[src/rtl/serial_subtractor_if.sv]
// Operand/result bundle for serial_subtractor; master drives the request, slave computes.
interface serial_subtractor_if #(
  parameter int unsigned WIDTH = 8
) ();
  logic             start;
  logic [WIDTH-1:0] a;
  logic [WIDTH-1:0] b;
  logic             bin;
  logic             busy;
  logic             done;
  logic [WIDTH-1:0] diff;
  logic             bout;
  logic             ovf;

  modport master (
    output start, a, b, bin,
    input  busy, done, diff, bout, ovf
  );

  modport slave (
    input  start, a, b, bin,
    output busy, done, diff, bout, ovf
  );
endinterface

[src/rtl/serial_subtractor.sv]
// Multi-cycle a - b - bin, retiring BITS_PER_CYCLE bits per clock through a borrow chain
// with the inter-chunk borrow held in a flop.
module serial_subtractor #(
  parameter int unsigned WIDTH          = 8,
  parameter int unsigned BITS_PER_CYCLE = 1
) (
  input logic                clk,
  input logic                rst_n,
  serial_subtractor_if.slave bus
);
  localparam int unsigned Bpc  = (BITS_PER_CYCLE == 0) ? 1 : BITS_PER_CYCLE;
  localparam int unsigned N    = WIDTH / Bpc;
  localparam int unsigned CntW = $clog2(N + 1);

  if (WIDTH < 2 || BITS_PER_CYCLE == 0 || (WIDTH % Bpc) != 0) begin : g_param_check
    $error("serial_subtractor: BITS_PER_CYCLE must divide WIDTH and WIDTH must be >= 2");
  end

  typedef enum logic [1:0] {StIdle, StRun, StDone} state_e;

  state_e           state_q, state_d;
  logic [WIDTH-1:0] a_q, a_d, b_q, b_d, r_q, r_d;
  logic             br_q, br_d;
  logic [CntW-1:0]  cnt_q, cnt_d;
  logic [WIDTH-1:0] diff_q, diff_d;
  logic             bout_q, bout_d;
  logic             ovf_q, ovf_d;

  logic [Bpc-1:0]       chunk;
  logic                 chunk_bout;
  logic                 msb_borrow;
  logic [WIDTH+Bpc-1:0] r_cat;
  logic [WIDTH-1:0]     r_shift;
  logic                 last_pass;

  // Ripple the borrow through the low Bpc bits; the borrow entering the top cell of the
  // chunk is the borrow into bit WIDTH-1 on the final pass.
  always_comb begin
    logic c;
    chunk      = '0;
    msb_borrow = 1'b0;
    c          = br_q;
    for (int i = 0; i < int'(Bpc); i++) begin
      chunk[i] = a_q[i] ^ b_q[i] ^ c;
      if (i == int'(Bpc) - 1) msb_borrow = c;
      c = (~a_q[i] & b_q[i]) | (~(a_q[i] ^ b_q[i]) & c);
    end
    chunk_bout = c;
  end

  assign r_cat     = {chunk, r_q};
  assign r_shift   = r_cat[WIDTH+Bpc-1:Bpc];
  assign last_pass = (cnt_q == CntW'(N - 1));

  always_comb begin
    state_d = state_q;
    a_d     = a_q;
    b_d     = b_q;
    r_d     = r_q;
    br_d    = br_q;
    cnt_d   = cnt_q;
    diff_d  = diff_q;
    bout_d  = bout_q;
    ovf_d   = ovf_q;
    unique case (state_q)
      StIdle, StDone: begin
        state_d = StIdle;
        if (bus.start) begin
          state_d = StRun;
          a_d     = bus.a;
          b_d     = bus.b;
          br_d    = bus.bin;
          cnt_d   = '0;
        end
      end
      StRun: begin
        a_d   = a_q >> Bpc;
        b_d   = b_q >> Bpc;
        r_d   = r_shift;
        br_d  = chunk_bout;
        cnt_d = cnt_q + 1'b1;
        // Results are published on the edge that enters DONE.
        if (last_pass) begin
          state_d = StDone;
          diff_d  = r_shift;
          bout_d  = chunk_bout;
          ovf_d   = msb_borrow ^ chunk_bout;
        end
      end
      default: state_d = StIdle;
    endcase
  end

  always_ff @(posedge clk or negedge rst_n) begin
    if (!rst_n) begin
      state_q <= StIdle;
      a_q     <= '0;
      b_q     <= '0;
      r_q     <= '0;
      br_q    <= 1'b0;
      cnt_q   <= '0;
      diff_q  <= '0;
      bout_q  <= 1'b0;
      ovf_q   <= 1'b0;
    end else begin
      state_q <= state_d;
      a_q     <= a_d;
      b_q     <= b_d;
      r_q     <= r_d;
      br_q    <= br_d;
      cnt_q   <= cnt_d;
      diff_q  <= diff_d;
      bout_q  <= bout_d;
      ovf_q   <= ovf_d;
    end
  end

  assign bus.busy = (state_q == StRun);
  assign bus.done = (state_q == StDone);
  assign bus.diff = diff_q;
  assign bus.bout = bout_q;
  assign bus.ovf  = ovf_q;
endmodule

[src/flat_wrapper.sv]
// flat-port wrapper written by rule: the top's interface ports become plain ports
module serial_subtractor_flat 
#(
  parameter int unsigned WIDTH          = 8,
  parameter int unsigned BITS_PER_CYCLE = 1
)
  (clk, rst_n, bus_start, bus_a, bus_b, bus_bin, bus_busy, bus_done, bus_diff, bus_bout, bus_ovf);
  serial_subtractor_if #(.WIDTH(WIDTH)) bus_i ();
  input logic clk;
  input logic rst_n;
  input wire logic [$bits(bus_i.start)-1:0] bus_start;
  input wire logic [$bits(bus_i.a)-1:0] bus_a;
  input wire logic [$bits(bus_i.b)-1:0] bus_b;
  input wire logic [$bits(bus_i.bin)-1:0] bus_bin;
  output wire logic [$bits(bus_i.busy)-1:0] bus_busy;
  output wire logic [$bits(bus_i.done)-1:0] bus_done;
  output wire logic [$bits(bus_i.diff)-1:0] bus_diff;
  output wire logic [$bits(bus_i.bout)-1:0] bus_bout;
  output wire logic [$bits(bus_i.ovf)-1:0] bus_ovf;
  assign bus_i.start = bus_start;
  assign bus_i.a = bus_a;
  assign bus_i.b = bus_b;
  assign bus_i.bin = bus_bin;
  assign bus_busy = bus_i.busy;
  assign bus_done = bus_i.done;
  assign bus_diff = bus_i.diff;
  assign bus_bout = bus_i.bout;
  assign bus_ovf = bus_i.ovf;
  serial_subtractor #(.WIDTH(WIDTH), .BITS_PER_CYCLE(BITS_PER_CYCLE)) u_core (.clk(clk), .rst_n(rst_n), .bus(bus_i));
endmodule
[config.mk]
export PLATFORM = sky130hd
export DESIGN_NAME = serial_subtractor_flat
export DESIGN_NICKNAME = d
export VERILOG_FILES = /design/src/rtl/serial_subtractor_if.sv /design/src/rtl/serial_subtractor.sv /design/src/flat_wrapper.sv
export SDC_FILE = /design/constraint.sdc
export NUM_CORES = 1
export LEC_CHECK = 0
export BUFFER_PORTS_ARGS = -buffer_cell sky130_fd_sc_hd__buf_4
export CAP_MARGIN = 20
export CORE_UTILIZATION = 48
export CTS_CLUSTER_SIZE = 40
export DETAILED_ROUTE_END_ITERATION = 8
export GPL_ROUTABILITY_DRIVEN = 0
export PLACE_DENSITY = 0.73
export SETUP_SLACK_MARGIN = 0.5
export SLEW_MARGIN = 0
export SYNTH_ARGS = -nofsm -noshare
export SYNTH_HDL_FRONTEND = slang
export SYNTH_SLANG_ARGS = --single-unit
[constraint.sdc]
create_clock -name clk -period 1.4 [get_ports clk]
set_clock_uncertainty 0.1 [all_clocks]
set_input_delay 0.07 -clock clk [delete_from_list [all_inputs] [get_ports clk]]
set_output_delay 0.07 -clock clk [all_outputs]
set_load 0.02 [all_outputs]
Word level (Yosys, flattened, before mapping)

Cells that the tools add are included.

Input port bits: 20
Output and inout port bits: 12
Logic and storage cells: 39
Bits in registers: 41

Reductions and logical operators: 5
$add $sub $neg: 1
Equal/unequal tests: 5
Bitwise operators: 8
Mux-type cells: 11

Operators with widths:

| cell                                                | number |
|---|---|
| case mux 8 bit (2 select lines)                     | 2 |
| 2-to-1 mux 8 bit                                    | 2 |
| case mux 4 bit (2 select lines)                     | 1 |
| adder 4 x 1 -> 4 bit, second input constant         | 1 |
| equality test 4 x 3 -> 1 bit, second input constant | 1 |
| 2-to-1 mux 4 bit                                    | 1 |
| case mux 2 bit (2 select lines)                     | 1 |
| AND reduction 2 bit                                 | 2 |
| XOR 1 bit                                           | 3 |
| bitwise AND 1 bit                                   | 2 |
| equality test 2 x 1 -> 1 bit, second input constant | 1 |
| equality test 2 bit, second input constant          | 1 |
| logical NOT 2 bit                                   | 1 |
| 2-to-1 mux 1 bit                                    | 2 |
| 2-to-1 mux 2 bit                                    | 1 |
| != test 2 x 1 -> 1 bit, second input constant       | 1 |
| != test 2 bit, second input constant                | 1 |
| NOT 1 bit                                           | 2 |
| case mux 1 bit (2 select lines)                     | 1 |
| nonzero test 2 bit                                  | 1 |
| OR reduction 2 bit                                  | 1 |
| bitwise OR 1 bit                                    | 1 |

Logic depth before layout (Yosys ltp)

Gate-level depths: netlist (run 1).

Depth in word-level cells: 5
Mapped depth: 6
Mapped depth without buffers: 4

Worst setup path after synthesis (run 1)

OpenSTA, ideal clock, no wires.

Kind: register -> register
Start: register u_core.state_q[1]
End: register u_core.diff_q[0] (netlist: u_core.bus.diff[0])
Setup slack: -0.098 ns
Arrival time: 1.273 ns
Clock period less this slack: 1.498 ns
Stages on the path, launching flop included: 6
Path buffers: 2
Data required time: 1.175 ns
Setup time: 0.125 ns
Cells stage by stage: dfrtp_1 > nand2b_1 > buf_6 > nor3_4 > buf_6 > mux2_2

Cells in the longest elaborated chain, start to end: 2

Ends and longest elaborated chain:

| element                              | RTL line                 | source |
|---|---|---|
| from (decl)                          | serial_subtractor.sv:21  | `state_e state_q, state_d;` |
| from (signal assigned)               | serial_subtractor.sv:96  | `state_q <= StIdle;` |
| from (signal assigned)               | serial_subtractor.sv:106 | `state_q <= state_d;` |
| equality test 2 x 1 -> 1 bit         | serial_subtractor.sv:65  | `unique case (state_q)` |
| AND reduction 2 bit (no source line) | --                       |  |
| to (signal assigned)                 | serial_subtractor.sv:112 | `diff_q <= diff_d;` |
| to (decl)                            | serial_subtractor.sv:25  | `logic [WIDTH-1:0] diff_q, diff_d;` |

Every way passes these cells.
A chain may end at the register's enable or synchronous reset.

Worst setup path after layout (run 1)

Start: register u_core.cnt_q[1]
End: register u_core.diff_q[3] (netlist: u_core.bus.diff[3])

Cells in the longest elaborated chain, start to end: 2

Ends and longest elaborated chain:

| element                              | RTL line                 | source |
|---|---|---|
| from (decl)                          | serial_subtractor.sv:24  | `logic [CntW-1:0] cnt_q, cnt_d;` |
| from (signal assigned)               | serial_subtractor.sv:111 | `cnt_q <= cnt_d;` |
| equality test 4 x 3 -> 1 bit         | serial_subtractor.sv:53  | `assign last_pass = (cnt_q == CntW'(N - 1));` |
| AND reduction 2 bit (no source line) | --                       |  |

Every way passes these cells.

==> results.sh, run 1 <==
export IMPL_status="finished, violations left"
export IMPL_violations="negative hold slack, negative setup slack"
export IMPL_area_growth_pct=76.1
export IMPL_register_area_um2=1000
export IMPL_yosys_most_used_dff="dfrtp_1"
export IMPL_hpwl_um=2420
export IMPL_finalHoldViolCount=1
export IMPL_drc=0
export IMPL_whs_ps=-141
export IMPL_die_area_um2=3750
export IMPL_grt_pass1_vias=1551
export IMPL_start_util_pct=50.1
export IMPL_cts_tree="yes"
export IMPL_portBuffers=31
export IMPL_ys_ff_latch=40
export IMPL_fin_util_pct=88.3
export IMPL_synth_top_area_cell="dfrtp_1"
export IMPL_gr_total_overflow=0
export IMPL_synth_avg_cell_area_um2=11.2
export IMPL_synthTopCellsByCount="dfrtp_1 (40), nand2_1 (37), nand3_1 (14), a22oi_1 (13), mux2_2 (9)"
export IMPL_cts_htree_levels=2
export IMPL_synthCells=151
export IMPL_cpLargestDelayFamily="flip-flops"
export IMPL_grt_pass1_wl_um=7150
export IMPL_setup_viol=35
export IMPL_num_nets_final=265
export IMPL_cap_violations=0
export IMPL_insertion_delay_ps=360
export IMPL_yosysSeqAreaShare_pct=59.3
export IMPL_critPathArrivalTime_ps=1750
export IMPL_max_slew_worst_pin_slew_ps=501
export IMPL_p_int_mw=4.58
export IMPL_timing_final_ws_setup_ps=-200
export IMPL_clk_path_buf_depth=2
export IMPL_hold_path_class="in2reg"
export IMPL_clkPwrFrac_pct=11.8
export IMPL_dr_pass1_iters=4
export IMPL_cts_root_buf="clkbuf_4"
export IMPL_drive_above_1_share_pct=56.6
export IMPL_fp_dieH_um=61.3
export IMPL_routed_via_density=5.41
export IMPL_synth_warnings=0
export IMPL_routed_wl_um=5200
export IMPL_n_fill_cell=154
export IMPL_cpMaxStageDelayCell="dfrtp_1"
export IMPL_fin_crit_sh_pct=114
export IMPL_p_sw_mw=2.73
export IMPL_slew_limit_headroom_pct=66.6
export IMPL_power_mw=7.30
export IMPL_synth_area_um2=1690
export IMPL_rows=21
export IMPL_ys_types=24
export IMPL_cts_num_sinks=40
export IMPL_fmax_mhz=625
export IMPL_syn_nets=173
export IMPL_rsz0062_at_grt="yes"
export IMPL_yosysMostFrequentCell="dfrtp_1"
export IMPL_clkTransAtPathRegs_ps=120
export IMPL_power_frac_comb_pct=58.5
export IMPL_antenna_found_initial=0
export IMPL_antenna_cells=0
export IMPL_max_stage_delay_ps=380
export IMPL_seqPwrFrac_pct=29.7
export IMPL_ctsHoldBuffers=17
export IMPL_max_vdd_ir_drop_mv=1.32
export IMPL_switching_share_pct=37.3
export IMPL_drtAntennaViolNets=0
export IMPL_period_minus_slack_ps=1600
export IMPL_crit_type="reg2reg"
export IMPL_synth_top_cell_area_share_pct=59.3
export IMPL_slew_violations=0
export IMPL_ys_async_sr_fraction_pct=100
export IMPL_layout_cells_non_filler=290
export IMPL_worstPathCellList="ha_2 -> nand2_2 -> nor3_4 -> buf_4 -> buf_12 -> mux2_2"
export IMPL_dp_cells=238
export IMPL_io_pins=32
export IMPL_grt_max_degree=41
export IMPL_first_iter_violations=73
export IMPL_numCtsBuffers=5
export IMPL_cp_num_buf_inv=2
export IMPL_multi_input_area_um2=826
export IMPL_synth_edf_count=0
export IMPL_via_count=1568
export IMPL_leakagePower_nw=1.44
export IMPL_grt_total_usage_pct=27.7
export IMPL_p_per_area_nw_per_um2=2460
export IMPL_cp_start_kind="flip-flop"
export IMPL_routedWlPerCell_um=17.9
export IMPL_path_max_fanout=5
export IMPL_core_area_um2=3360
export IMPL_fp_dieW_um=61.3
export IMPL_required_ps=1550
export IMPL_synth_top_cells_by_area="dfrtp_1 (59%), nand2_1 (8.2%), mux2_2 (6.0%), a22oi_1 (5.8%), nand3_1 (4.2%)"
export IMPL_critPathCaptureType="flip-flop"
[final timing paths]
path / start / to / slack [ps] / cells after the start
max in group asynchronous: rst_n / u_core.cnt_q[1]$_DFFE_PN0P_ / 740 / 2
setup / recovery: u_core.cnt_q[1]$_DFFE_PN0P_ / u_core.bus.diff[3]$_DFFE_PN0P_ / -200 / 6
setup reg to reg: u_core.cnt_q[1]$_DFFE_PN0P_ / u_core.bus.diff[3]$_DFFE_PN0P_ / -200 / 6
min in group asynchronous: rst_n / u_core.bus.diff[3]$_DFFE_PN0P_ / 100 / 2
hold reg to reg: u_core.a_q[4]$_DFFE_PN0P_ / u_core.a_q[3]$_DFFE_PN0P_ / 430 / 2
hold / removal: bus_b[0] / u_core.b_q[0]$_DFFE_PN0P_ / -140 / 2
[repair_timing]
item	4_1_cts	5_1_grt
setup buffers	22	4
pin swaps	26	21
gates resized for setup	40	17
setup endpoints to repair	52	52
endpoints found under the hold margin	57	1
cloned	1	0
[power by group through the flow]
stage,Sequential (mW),Clock (mW),Combinational (mW)
after floorplan,2.21,0,1.74
after global placement,2.05,0,2.74
after detailed placement,2.08,0,2.82
after CTS,2.09,0.860,3.77
after global routing,2.23,0.919,4.54
final,2.17,0.862,4.27
[cells by family (layout without fill, tap and decap cells)]
family | count (synthesis) | after routing | share of synthesized area, %
adder cells (fa/ha/maj) | 2 | 2 | 1.93
XOR/XNOR | 1 | 1 | 0.519
buffers and inverters | 14 | 107 | 4.38
flip-flops | 40 | 40 | 59.3
AND/OR/NAND/NOR | 61 | 61 | 16.4
multiplexers | 12 | 12 | 7.79
AO/OA/AOI/OAI | 21 | 21 | 9.64
[layer usage]
| layer | track usage (%) | vias up | part of all wire (%) | wire [um] |
|---|---|---|---|---|
| met5 | 0 | - | 0 | 0 |
| met4 | 13.0 | 0 | 4.7 | 246 |
| met3 | 8.40 | 25 | 4.7 | 247 |
| met2 | 45.8 | 67 | 51 | 2660 |
| met1 | 33.1 | 773 | 39 | 2050 |
| li1 | - | 703 | - | - |
[placed cells by master, fill, tap and decap left out, drive strengths merged, types with 2 or more instances in the layout]
master / count
a221o: 2
a22o: 4
a22oi: 13
buf: 78
clkbuf: 7
dfrtp: 40
dlygate4sd3: 17
inv: 4
mux2: 9
mux2i: 3
nand2: 37
nand2b: 2
nand3: 14
nor2: 2
nor2b: 2
nor3: 2
o21ai: 2
[per-stage QoR]
| step | instance area, um^2 | hold WS, ps | TNS, ps | setup slack, ps |
|---|---|---|---|---|
| after detailed placement | 2260 | -24.1 | -842 | -120 |
| final | 2970 | -141 | -2500 | -200 |
| after global placement | 2260 | -30.7 | -498 | -83.0 |
| after floorplan | 1880 | -326 | -740 | -92.5 |
| after global routing | 2970 | -152 | -3990 | -261 |
| after CTS | 2870 | -148 | -1340 | -122 |
[flip-flops by register name (all words and copies together) (netlist names)]
name,cells
u_core.bus.bout,1
u_core.cnt_q,4
u_core.b_q,8
u_core.a_q,8
u_core.br_q,1
u_core.r_q,7
u_core.state_q,2
u_core.bus.diff,8
u_core.bus.ovf,1
[layout make-up]
type | instances | area share (%)
inverters | 4 | 1.05
flip-flops and latches | 40 | 33.7
clock inverters | 1 | 1.01
repair buffers | 95 | 32.3
clock buffers | 7 | 2.19
well taps | 46 | 1.94
multi-input cells | 97 | 27.8
Power figures use the tool's default switching activity.
==> run 2: changes to the inputs <==
- CORE_UTILIZATION: 48 -> 51
- CTS_BUF_LIST: default -> sky130_fd_sc_hd__clkbuf_2 sky130_fd_sc_hd__clkbuf_4 sky130_fd_sc_hd__clkbuf_8
- PLACE_DENSITY: 0.73 -> 0.77
==> run 2 against run 1 <==
Net effect:
- the run still ends with negative hold slack, negative setup slack left
- critical path depth is 2 lower
- clock power hardly changed
- sequential cell count did not move
- via count is 0.19% higher
- sequential share of layout area is 2.2 points higher
- die area shrank 5.7%
- maximum frequency is 2.5% higher
- first-iteration DRC count is 55% higher
- combinational power decreased by 8.7%
- wire length is 6.6% higher
- sequential power hardly changed
==> results.sh, run 2 (same netlist as run 1, synthesis figures left out) <==
export IMPL_routed_wl_um=5550
export IMPL_slew_violations=0
export IMPL_timing_rr_start="u_core.state_q[0]$_DFFE_PN0P_"
export IMPL_grt_max_degree=41
export IMPL_crit_type="reg2reg"
export IMPL_final_cell_area_um2=2790
export IMPL_gr_total_overflow=0
export IMPL_route_met2_wl_um=2960
export IMPL_fp_dieH_um=59.5
export IMPL_clkPwrFrac_pct=12.5
export IMPL_ctsHoldBuffers=17
export IMPL_n_fill_cell=141
export IMPL_clkTransAtPathRegs_ps=140
export IMPL_cts_root_buf="clkbuf_4"
export IMPL_tns_ps=-3290
export IMPL_insertion_delay_ps=370
export IMPL_r2r_cells=4
export IMPL_r2r_slack_ps=-160
export IMPL_cap_violations=0
export IMPL_p_per_area_nw_per_um2=2490
export IMPL_holdPathEnd="u_core.b_q[0]$_DFFE_PN0P_"
export IMPL_max_vdd_ir_drop_mv=1.32
export IMPL_cts_num_sinks=40
export IMPL_via_count=1571
export IMPL_seqPwrFrac_pct=31.4
export IMPL_period_minus_slack_ps=1560
export IMPL_timing_final_ws_setup_ps=-161
export IMPL_switching_share_pct=38.9
export IMPL_fin_util_pct=89.8
export IMPL_drtAntennaViolNets=0
export IMPL_antenna_found_initial=0
export IMPL_first_iter_violations=113
export IMPL_clk_path_buf_depth=2
export IMPL_hold_depth=2
export IMPL_status="finished, violations left"
export IMPL_area_growth_pct=65.3
export IMPL_antenna_cells=0
export IMPL_dr_pass1_iters=4
export IMPL_max_slew_worst_pin_slew_ps=497
export IMPL_wl_met3_um=261
export IMPL_die_area_um2=3540
export IMPL_cpMaxStageDelayCell="dfrtp_1"
export IMPL_power_mw=6.95
export IMPL_hold_path_class="in2reg"
export IMPL_slew_limit_headroom_pct=66.9
export IMPL_grt_pass1_wl_um=7650
export IMPL_place_area_um2=2220
export IMPL_hpwl_um=2520
export IMPL_start_util_pct=54.4
export IMPL_required_ps=1550
export IMPL_fp_dieW_um=59.5
export IMPL_worstPathCellList="buf_4 -> and2b_4 -> nor2_4 -> a221o_1"
export IMPL_r2r_end="u_core.br_q$_DFFE_PN0P_"
export IMPL_violations="negative hold slack, negative setup slack"
export IMPL_num_nets_final=254
export IMPL_hold_start="bus_b[0]"
export IMPL_fmax_mhz=641
export IMPL_cts_htree_levels=2
export IMPL_numCtsBuffers=5
export IMPL_register_area_um2=1000
export IMPL_leakagePower_nw=1.35
export IMPL_wl_met1_um=2080
export IMPL_drive_above_1_share_pct=51.1
export IMPL_p_int_mw=4.25
export IMPL_cts_tree="yes"
export IMPL_cp_start_kind="flip-flop"
export IMPL_routed_via_density=5.67
export IMPL_grt_pass1_vias=1627
export IMPL_rows=20
export IMPL_portBuffers=31
export IMPL_path_max_fanout=6
export IMPL_fin_crit_sh_pct=112
export IMPL_finalHoldViolCount=1
export IMPL_rsz0062_at_grt="yes"
export IMPL_setup_viol=40
export IMPL_final_cell_mix="buf_4 (43), dfrtp_1 (40), nand2_1 (24)"
export IMPL_power_frac_comb_pct=56.1
export IMPL_layout_commonest_cell="buf_4"
export IMPL_critPathCaptureType="flip-flop"
export IMPL_routedWlPerCell_um=20.0
export IMPL_drc=0
export IMPL_core_area_um2=3100
export IMPL_max_stage_delay_ps=450
export IMPL_multi_input_area_um2=800
export IMPL_critPathArrivalTime_ps=1710
export IMPL_grt_total_usage_pct=30.4
export IMPL_io_pins=32
export IMPL_whs_ps=-140
export IMPL_top_layer="met4"
export IMPL_p_sw_mw=2.70
## run 2: cell count changes in the layout (fill, tap and decap cells not counted), moves of 2 or more
| cell | previous run | this run |
|---|---|---|
| nand3_1 | 8 | 14 |
| nand2_4 | 3 | 5 |
| nand3_2 | 6 | 0 |
| nand2_1 | 20 | 24 |
| nand2_2 | 14 | 8 |
| buf_12 | 6 | 4 |
| buf_6 | 21 | 18 |
| buf_8 | 4 | 2 |
| buf_4 | 46 | 43 |
## run 2: timing repair
item,in CTS,in global routing
pin swaps,4,8
setup buffers,16,3
resized for setup,24,19
cloned,0,0
setup endpoints to repair,52,52
hold endpoints to repair,57,1
## run 2: area by class of cell
cell class	instances	share of cell area, %
clock buffer	7	2.33
sequential	40	35.9
clock inverter	1	1.08
multi-input combinational	97	28.7
tap	44	1.97
inverter	4	1.12
timing repair buffer	84	28.9
## run 2: layer usage
metal  global-route usage (%)  vias to the layer above
met5                        0                        -
met2                     55.4                       74
met3                     6.33                       19
li1                         -                      677
met1                     34.0                      801
met4                     13.6                        0
## run 2: power by group through the flow
stage               sequential, mW  combinational [mW]  clock [mW]
floorplan                     2.21                1.74           0
global placement              2.06                2.67           0
detailed placement            2.09                2.78           0
CTS                           2.08                3.37       0.854
global route                  2.22                4.11       0.925
finish                        2.18                3.90       0.865
## run 2: through the flow
step	cells	setup slack, ps	hold WS [ps]
floorplan	151	-92.5	-326
global placement	233	-71.3	-37.7
detailed placement	233	-103	-31.3
CTS	274	-71.9	-148
global route	277	-188	-138
finish	277	-161	-140
## run 2: worst max-delay path by stage
| stage | startpoint | depth (start not counted) | end |
|---|---|---|---|
| floorplan | u_core.cnt_q[0]$_DFFE_PN0P_ | 5 | u_core.bus.diff[0]$_DFFE_PN0P_ |
| global placement | u_core.cnt_q[1]$_DFFE_PN0P_ | 5 | u_core.bus.diff[3]$_DFFE_PN0P_ |
| detailed placement | u_core.cnt_q[0]$_DFFE_PN0P_ | 5 | u_core.bus.diff[3]$_DFFE_PN0P_ |
| CTS | u_core.state_q[1]$_DFFE_PN0P_ | 5 | bus_busy |
| global route | u_core.state_q[0]$_DFFE_PN0P_ | 4 | u_core.br_q$_DFFE_PN0P_ |
| finish | u_core.state_q[0]$_DFFE_PN0P_ | 4 | u_core.br_q$_DFFE_PN0P_ |
## run 2: worst max-delay path: cells and delay by family, from the launching register on
family	cells	cell delay, ps
compound gates	1	310
flops	1	450
buf+inv	1	160
simple gates	2	420
==> run 3: changes to the inputs <==
- RECOVER_POWER: default -> 25
- SKIP_LAST_GASP: default -> 1
==> run 3 against run 2 <==
Net effect:
- the flow still finishes with violations (negative hold slack, negative setup slack)
- first-iteration DRC count stayed put
- register-to-register slack hardly changed
- global-route usage stayed put
- clock-buffer cell count stayed put
- die area stayed put
- core utilization is 0.081 points lower
- hold slack stayed put
- critical endpoint unchanged
- highest routed layer unchanged
==> results.sh, run 3 (same netlist as run 1, synthesis figures left out) <==
export IMPL_status="finished, violations left"
export IMPL_violations="negative hold slack, negative setup slack"
export IMPL_hold_path_class="in2reg"
export IMPL_n_fill_cell=142
export IMPL_portBuffers=31
export IMPL_place_area_um2=2220
export IMPL_gr_total_overflow=0
export IMPL_fmax_mhz=641
export IMPL_fp_dieH_um=59.5
export IMPL_antenna_cells=0
export IMPL_num_nets_final=254
export IMPL_critPathCaptureType="flip-flop"
export IMPL_setup_viol=40
export IMPL_grt_util_met2_pct=55.4
export IMPL_routedWlPerCell_um=20.0
export IMPL_drive_above_1_share_pct=51.1
export IMPL_max_vdd_ir_drop_mv=1.32
export IMPL_start_util_pct=54.4
export IMPL_leakagePower_nw=1.35
export IMPL_first_iter_violations=113
export IMPL_clk_path_buf_depth=2
export IMPL_grt_max_degree=41
export IMPL_final_cell_mix="buf_4 (42), dfrtp_1 (40), nand2_1 (24)"
export IMPL_timing_final_ws_setup_ps=-161
export IMPL_grtUsageMet3_pct=6.33
export IMPL_final_cell_area_um2=2790
export IMPL_register_area_um2=1000
export IMPL_finalHoldViolCount=1
export IMPL_fin_crit_sh_pct=112
export IMPL_path_max_fanout=6
export IMPL_multi_input_area_um2=800
export IMPL_max_slew_worst_pin_slew_ps=971
export IMPL_cts_htree_levels=2
export IMPL_drc=0
export IMPL_routed_via_density=5.67
export IMPL_grt_pass1_vias=1627
export IMPL_rows=20
export IMPL_grt_total_usage_pct=30.4
export IMPL_layout_commonest_cell="buf_4"
export IMPL_cts_root_buf="clkbuf_4"
export IMPL_core_area_um2=3100
export IMPL_slew_violations=0
export IMPL_cp_start_kind="flip-flop"
export IMPL_grt_pass1_wl_um=7650
export IMPL_antenna_found_initial=0
export IMPL_drtAntennaViolNets=0
export IMPL_power_mw=6.95
export IMPL_cap_violations=0
export IMPL_use_met1_pct=34.0
export IMPL_area_growth_pct=65.1
export IMPL_rsz0062_at_grt="yes"
export IMPL_p_per_area_nw_per_um2=2490
export IMPL_cts_num_sinks=40
export IMPL_die_area_um2=3540
export IMPL_clkTransAtPathRegs_ps=140
export IMPL_numCtsBuffers=5
export IMPL_fp_dieW_um=59.5
export IMPL_dr_pass1_iters=4
export IMPL_whs_ps=-140
export IMPL_cts_tree="yes"
export IMPL_slew_limit_headroom_pct=35.3
export IMPL_via_count=1571
export IMPL_period_minus_slack_ps=1560
export IMPL_insertion_delay_ps=370
export IMPL_post_place_ws_ps=-103
export IMPL_ctsHoldBuffers=17
export IMPL_io_pins=32
export IMPL_routed_wl_um=5550
export IMPL_critPathArrivalTime_ps=1710
export IMPL_crit_type="reg2reg"
export IMPL_hpwl_um=2520
export IMPL_top_usage_layer="met2"
export IMPL_required_ps=1550
run 3: final timing paths:
kind                                                  end  slack [ps]                          start  cells past startpoint
setup / recovery                  u_core.br_q$_DFFE_PN0P_        -160  u_core.state_q[0]$_DFFE_PN0P_                      4
hold / removal                  u_core.b_q[0]$_DFFE_PN0P_        -140                       bus_b[0]                      2
setup reg to reg                  u_core.br_q$_DFFE_PN0P_        -160  u_core.state_q[0]$_DFFE_PN0P_                      4
hold reg to reg                 u_core.a_q[3]$_DFFE_PN0P_         430      u_core.a_q[4]$_DFFE_PN0P_                      2
max in group asynchronous     u_core.cnt_q[0]$_DFFE_PN0P_         290                          rst_n                      2
min in group asynchronous  u_core.bus.diff[0]$_DFFE_PN0P_         270                          rst_n                      2
run 3: per-layer routing:
metal / vias to the layer above / wire length, um
met5: - / 0
met4: 0 / 235
met3: 19 / 261
met2: 74 / 2960
met1: 801 / 2080
li1: 677 / -
run 3: worst max-delay path, cell delays in order (launching register included):
cell	delay, ps
dfrtp_1	450
buf_4	160
and2b_4	340
nor2_4	80
a221o_1	310
run 3: stage by stage:
| step | instances | hold WS, ps | setup TNS [ps] | utilization, % |
|---|---|---|---|---|
| global placement | 233 | -37.7 | -457 | 71.7 |
| detailed placement | 233 | -31.3 | -734 | 71.7 |
| CTS | 274 | -148 | -754 | 86.9 |
| finish | 277 | -140 | -3290 | 89.8 |
| global route | 277 | -138 | -4710 | 89.8 |
| floorplan | 151 | -326 | -740 | - |
run 3: timing repair:
| action | in CTS | in global routing |
|---|---|---|
| pin swaps | 4 | 8 |
| resized for setup | 24 | 19 |
| endpoints found under the setup margin | 52 | 52 |
| setup buffers | 16 | 3 |
| cloned | 0 | 0 |
| hold endpoints to repair | 57 | 1 |
run 3: layout make-up:
type / instances / area share [%]
clock buffers: 7 / 2.34
clock inverters: 1 / 1.08
inverters: 4 / 1.12
multi-input cells: 97 / 28.7
flip-flops and latches: 40 / 35.9
well taps: 44 / 1.98
repair buffers: 84 / 28.8
run 3: report_power, final:
group | internal [mW] | switching, mW | total [mW]
clock network | 0.475 | 0.391 | 0.865
registers | 1.69 | 0.492 | 2.18
logic | 2.08 | 1.82 | 3.90
total | 4.25 | 2.70 | 6.95
